**config.mk**
```make
export PLATFORM = sky130hd
export DESIGN_NAME = neuron_mac
export DESIGN_NICKNAME = d
export VERILOG_FILES = /design/src/rtl/neuron_pkg.sv /design/src/rtl/mac_scale_sat.sv /design/src/rtl/neuron_mac.sv
export SDC_FILE = /design/constraint.sdc
export NUM_CORES = 1
export LEC_CHECK = 0
export ABC_AREA = 1
export ABC_CLOCK_PERIOD_IN_PS = 5500
export CAP_MARGIN = 20
export CORE_ASPECT_RATIO = 1.5
export CORE_MARGIN = 1
export CORE_UTILIZATION = 50
export CTS_BUF_LIST = sky130_fd_sc_hd__clkbuf_4
export DETAILED_ROUTE_END_ITERATION = 12
export GPL_TIMING_DRIVEN = 0
export PLACE_DENSITY_LB_ADDON = 0.08
export SLEW_MARGIN = 20
export SYNTH_ARGS = -nofsm -noshare
export SYNTH_HDL_FRONTEND = slang
export SYNTH_SLANG_ARGS = --single-unit
```
**constraint.sdc**
```tcl
create_clock -name clk -period 5.5 [get_ports clk]
set_input_delay 0.55 -clock clk [delete_from_list [all_inputs] [get_ports clk]]
set_output_delay 0.55 -clock clk [all_outputs]
set_load 0.03 [all_outputs]
```
**src/rtl/neuron_pkg.sv**
```systemverilog
// rtl/neuron_pkg.sv - shared types and constants for the neuron weighted-sum stage
package neuron_pkg;

    typedef enum logic [1:0] {
        IDLE  = 2'd0,
        ACC   = 2'd1,
        SCALE = 2'd2
    } state_t;

    localparam int SAMPLE_W = 8;
    localparam int OFFSET   = 128;
    localparam int SAT_MAX  = 127;
    localparam int SAT_MIN  = -128;

endpackage

```
**src/rtl/mac_scale_sat.sv**
```systemverilog
// rtl/mac_scale_sat.sv - shift, clamp and offset-binary conversion of an accumulator
import neuron_pkg::*;

module mac_scale_sat #(
    parameter int ACC_W = 24,
    parameter int SHIFT = 6
) (
    input  logic signed [ACC_W-1:0]    acc,
    output logic        [SAMPLE_W-1:0] sum
);

    localparam logic signed [ACC_W-1:0] MAX_V = ACC_W'(SAT_MAX);
    localparam logic signed [ACC_W-1:0] MIN_V = ACC_W'(SAT_MIN);

    logic signed [ACC_W-1:0] s;

    assign s = acc >>> SHIFT;

    // Adding OFFSET to an in-range two's complement byte is the same as flipping its MSB.
    always_comb begin
        sum = 8'(OFFSET);
        if (s > MAX_V) begin
            sum = 8'(SAT_MAX + OFFSET);
        end else if (s < MIN_V) begin
            sum = 8'(SAT_MIN + OFFSET);
        end else begin
            sum = {~s[SAMPLE_W-1], s[SAMPLE_W-2:0]};
        end
    end

endmodule

```
**src/rtl/neuron_mac.sv**
```systemverilog
// rtl/neuron_mac.sv - single-neuron multiply-accumulate with scaled, saturated offset-binary output
import neuron_pkg::*;

module neuron_mac #(
    parameter int N_INPUTS = 4,
    parameter int ACC_W    = 24,
    parameter int SHIFT    = 6
) (
    input  logic                       clk,
    input  logic                       rst,
    input  logic                       start,
    input  logic signed [15:0]         bias,
    input  logic signed [SAMPLE_W-1:0] x_in,
    input  logic signed [SAMPLE_W-1:0] w_in,
    input  logic                       in_valid,
    output logic                       in_ready,
    output logic        [SAMPLE_W-1:0] sum_out,
    output logic                       data_ready,
    output logic                       done
);

    localparam int CNT_W = (N_INPUTS > 1) ? $clog2(N_INPUTS) : 1;
    localparam logic [CNT_W-1:0] LAST = CNT_W'(N_INPUTS - 1);

    state_t                  state, next_state;
    logic signed [ACC_W-1:0] acc;
    logic        [CNT_W-1:0] cnt;
    logic signed [15:0]      prod;
    logic                    beat;
    logic        [SAMPLE_W-1:0] scaled;

    assign prod = x_in * w_in;
    assign beat = in_valid && in_ready;

    mac_scale_sat #(
        .ACC_W (ACC_W),
        .SHIFT (SHIFT)
    ) u_scale (
        .acc (acc),
        .sum (scaled)
    );

    always_comb begin
        next_state = state;
        case (state)
            IDLE:    if (start) next_state = ACC;
            ACC:     if (beat && cnt == LAST) next_state = SCALE;
            SCALE:   next_state = IDLE;
            default: next_state = IDLE;
        endcase
    end

    always_ff @(posedge clk or posedge rst) begin
        if (rst) begin
            state      <= IDLE;
            acc        <= '0;
            cnt        <= '0;
            sum_out    <= 8'(OFFSET);
            data_ready <= 1'b1;
            done       <= 1'b0;
            in_ready   <= 1'b0;
        end else begin
            state    <= next_state;
            done     <= 1'b0;
            // Registered ready tracks the next state, so it falls on the same edge as the final beat.
            in_ready <= (next_state == ACC);
            case (state)
                IDLE: begin
                    if (start) begin
                        acc        <= ACC_W'(bias);
                        cnt        <= '0;
                        data_ready <= 1'b1;
                    end
                end
                ACC: begin
                    if (beat) begin
                        acc <= acc + ACC_W'(prod);
                        cnt <= cnt + 1'b1;
                    end
                end
                SCALE: begin
                    sum_out    <= scaled;
                    data_ready <= 1'b0;
                    done       <= 1'b1;
                end
                default: ;
            endcase
        end
    end

endmodule

```
# Word-level counts from Yosys, hierarchy flattened
# Cells that the tools add are included.
[op_classes]
addsub = 2
mul = 1
div_mod_pow = 0
order_cmp = 2
n_eq_ne = 6
n_shift = 0
muxes = 14
bitwise_logic = 1
n_reduce_logical = 7
[ops]
columns = ["operator", "count"]
rows = [
  ["$mux 24", 2],
  ["$pmux 24 s2", 1],
  ["$add 24x16->24", 1],
  ["$gt 18x8->1 const B", 1],
  ["$lt 18x8->1 const B", 1],
  ["$mul 8x8->16", 1],
  ["$mux 8", 2],
  ["$mux 2", 4],
  ["$pmux 2 s2", 2],
  ["$eq 2x1->1 const B", 2],
  ["$eq 2x2->1 const B", 2],
  ["$ne 2x2->1 const B", 2],
  ["$reduce_bool 2->1", 2],
  ["$reduce_and 3->1", 1],
  ["$add 2x1->2 const B", 1],
  ["$logic_and 1x1->1", 2],
  ["$logic_not 2->1", 1],
  ["$mux 1", 2],
  ["$pmux 1 s2", 1],
  ["$reduce_and 2->1", 1],
  ["$not 1->1", 1],
]
[word_totals]
register_bits = 39
latchBits = 0
mem_bits_rw = 0
mem_bits_ro = 0
input_bits = 36
wordCells = 40
mem_count = 0

# Longest topological paths before layout
# Gate-level depths: netlist (run 1).
[depth]
ltp_word = 5
ltp_mapped = 23

# Modules after synthesis
# Synthesis (run 1) repeated with hierarchy kept, for this count alone.
[unflattened]
hier_cells = 818
area_unflattened_um2 = 6387.4
[modules_own_cells]
columns = ["module", "instances", "cells_each", "area_each_um2"]
rows = [
  ["neuron_mac", 1, 785, 6243.5],
  ["mac_scale_sat", 1, 33, 143.9],
]

# Worst setup path before layout (run 1)
# Ideal clock, no wire load.
[synth_timing]
kind = "input to register"
startpoint = "input w_in[1]"
endpoint = "register acc[18]"
setup_time_ns = 0.077
arrival_ns = 4.896
slack_ns = 0.526
path_stages = 20
n_path_buf = 1
cell_sequence = "clkbuf_1 -> nand2_1 -> inv_1 -> fa_1 -> inv_1 -> fa_1 -> inv_1 -> fa_1 -> fa_1 -> ha_1 -> ha_1 -> a21oi_1 -> inv_1 -> a21oi_1 -> nor2_1 -> nor2_1 -> nand2_1 -> nand2_1 -> nand3_1 -> a21oi_1"
[synth_via]
elab_chain_len = 4
[synth_lines]
columns = ["element", "line_no", "text"]
rows = [
  ["from (decl)", "neuron_mac.sv:14", "input logic signed [SAMPLE_W-1:0] w_in,"],
  ["$mul 8x8->16", "neuron_mac.sv:32", "assign prod = x_in * w_in;"],
  ["$add 24x16->24", "neuron_mac.sv:77", "acc <= acc + ACC_W'(prod);"],
  ["$mux 24", "neuron_mac.sv:76", "if (beat) begin"],
  ["$pmux 24 s2", "neuron_mac.sv:67", "case (state)"],
  ["to (signal assigned)", "neuron_mac.sv:70", "acc <= ACC_W'(bias);"],
  ["to (signal assigned)", "neuron_mac.sv:77", ""],
  ["to (decl)", "neuron_mac.sv:26", "logic signed [ACC_W-1:0] acc;"],
]
# Every way passes these cells. The select of a mux whose other input is x is not followed.
# A chain may end at the register's enable or synchronous reset.

# Worst setup path after layout (run 1)
[layout_timing]
startpoint = "input w_in[7]"
endpoint = "register acc[14]"
# The elaborated chain is that of the path after synthesis.

==> results of run 1 <==
## critical path, stage by stage
cell	delay (ps)
clkdlybuf4s50_1	500
inv_4	70
or2_2	290
fa_1	520
fa_1	550
inv_1	60
fa_1	590
fa_1	460
fa_1	570
ha_4	230
nand2_1	60
nand2_1	60
or2_4	270
nand2_1	120
nand2_1	110
nand2_1	90
a21o_1	120
nand3_1	130
nand2_1	110
nand2_1	50
## logic make-up after synthesis
group,Yosys count
and+or+nand+nor,306
buffers and inverters,203
adders and majority gates,159
AOI/OAI and AO/OA,81
DFF,39
xor gates and xnor gates,7
## path summary, 6_finish.rpt
path                             from    endpoint  slack, ps
max                           w_in[7]     acc[14]        230
min                               rst      cnt[0]        500
max reg2reg                    acc[4]     acc[14]        890
min reg2reg                sum_out[7]  sum_out[7]        500
max in group asynchronous         rst  data_ready       4470
min in group clk           sum_out[7]  sum_out[7]        500
## metal layers
metal	part of all wire	vias to the layer above	GRT usage
met5	0	-	0
met4	0.033	0	0.0826
met3	0.011	27	0.0219
met2	0.57	54	0.506
met1	0.39	2485	0.293
li1	-	2525	-
## per-stage QoR
stage	worst slack, ps	hold slack (ps)	util
after floorplan	526	457	-
after global placement	-398	477	0.551
after detailed placement	-460	481	0.554
after CTS	18.3	503	0.558
after global routing	-14.2	526	0.576
final	233	499	0.576
## layout by cell type (no fill, tap or decap), drive strengths merged, types with 2 or more instances in the layout
cell type and count:
nand2 183, inv 174, fa 104, nor2 71, ha 55, a21oi 40, dfrtp 37, nand3 35
buf 33, clkdlybuf4s50 31, o21ai 25, clkbuf 21, a31oi 7, nand4 5, nand3b 5, clkinv 5
xnor2 4, clkinvlp 4, o21bai 4, nor4 3, xor2 3, a21o 2, dfstp 2, nor3 2
or2 2
## flip-flops by register name, indices dropped and copies added (netlist names)
name,cells
acc,24
sum_out,8
cnt,2
state,2
data_ready,1
done,1
in_ready,1
## timing repair
action | CTS | global route
endpoints found under the setup margin | 3 | 12
resized for setup | 2 | 8
pin swaps | 0 | 2
setup buffers | 0 | 25
## cell type report
class / instances / area (um2)
sequential: 39 / 978
multi-input combinational: 553 / 4580
tap: 156 / 195
clock buffer: 5 / 37.5
inverter: 180 / 694
fill: 1206 / 5250
timing repair buffer: 57 / 526
buffer: 23 / 106
clock inverter: 3 / 15.0
==> flow_metrics.tcl, run 1 <==
set metrics [dict create \
    drc_errors 0 \
    antenna_cells 0 \
    antenna_found_initial 0 \
    cts-htree-levels 2 \
    cp.arrival_ps 5500 \
    period_share 0.958 \
    syn2layout_area_growth_pct 12.8 \
    die_w_um 93.8 \
    synthTopCellsByCount "nand2_1 (183), inv_1 (175), fa_1 (104), nor2_1 (70), ha_1 (55)" \
    path_clk_slew_ps 120 \
    cts_buffer_depth 2 \
    synth_edf_count 0 \
    grt_pass1_wl_um 26300 \
    synth_top_family_by_area "adder cells" \
    start_util 0.511 \
    synth-async-reset-ratio 1.00 \
    dp_cells 983 \
    yosys_warnings 0 \
    syn_area_per_cell_um2 7.96 \
    synth_mux_area_frac 0 \
    cts_sinks 39 \
    worstSetupPathType "primary input to flop" \
    relSlewSlack 0.498 \
    crit_fanout 9 \
    ys.flop_type "dfrtp_1" \
    clock.fmax_mhz 190 \
    cp.required_ps 5740 \
    die_h_um 140 \
    synth_fp_nets 990 \
    yosys.area_share.simple 0.199 \
    synthTopCellsByArea "fa_1 (33%), dfrtp_1 (15%), ha_1 (11%)" \
    vias 5091 \
    skew_ps 18.2 \
    hold_viol_final 0 \
    grt_max_degree 24 \
    grt-ovfl-total 0 \
    synth_adder_area_share 0.438 \
    routedWlPerCell_um 15.4 \
    synth_xor_area_frac 0.00969 \
    synth.distinct_cells 36 \
    vias_per_cell 5.01 \
    drive_above_1_share 0.0733 \
    place.gp.congestion 0.910 \
    synth_area_um2 6320 \
    netlist.top_cell.by_area "fa_1" \
    cp-end-kind "flop" \
    die_area_um2 13100 \
    grt_pass1_vias 5544 \
    first_pass_iters 7 \
    fin_crit_ps 5270 \
    dp_hpwl_um 13600 \
    io_pins 47 \
    groute.usage.overall 0.261 \
    clk_latency_ps 350 \
    maxCapViolations 0 \
    postCtsHoldBufs 0 \
    portBuffers 31 \
    nets 1054 \
    wirelength_um 15600 \
    drt_iter0_drc 156 \
    seq_area_frac_synth 0.155 \
    cts-root-buf "clkbuf_4" \
    yosysTopAreaCellShare 0.329 \
    design_area_um2 7140 \
    critPathLaunchType "primary input" \
    cts_made_buffers 5 \
    antenna_left 0 \
    num_rows 50 \
    ys_ff_latch 39 \
    dpl_cell_area_um2 6860 \
    setup_viol 0 \
    core_um2 12400 \
    stdcell_count 1016 \
    tightest_slew_ps 749 \
    yosysMostFrequentCell "nand2_1" \
    r2r_cells 21 \
    synthCells 795 \
    outcome "finished, final reports clean" \
    tritoncts "done" \
    drv_slew 0 \
    synth-compound-area-share 0.0746 \
    hold_class "primary input to asynchronous set/reset pin" \
    fin_setup_tns_ps 0 \
]
Power of run 1 is left out: the tool's default activity adds up to more than one toggle a clock period on the data nets, which glitch-free logic cannot reach.
==> run 2, diff against run 1 <==
Settings changed: CTS_CLUSTER_SIZE from default to 20.
==> results of run 2 <==
Same layout as run 1: the final DEF is identical, and so are final timing and power.
Power of run 2 is left out for the same reason.
==> run 3, diff against run 2 <==
Settings changed: CTS_CLUSTER_SIZE 20 to 14.
==> results of run 3 <==
Same layout as run 1: the final DEF is identical, and so are final timing and power.
Power of run 3 is left out for the same reason.
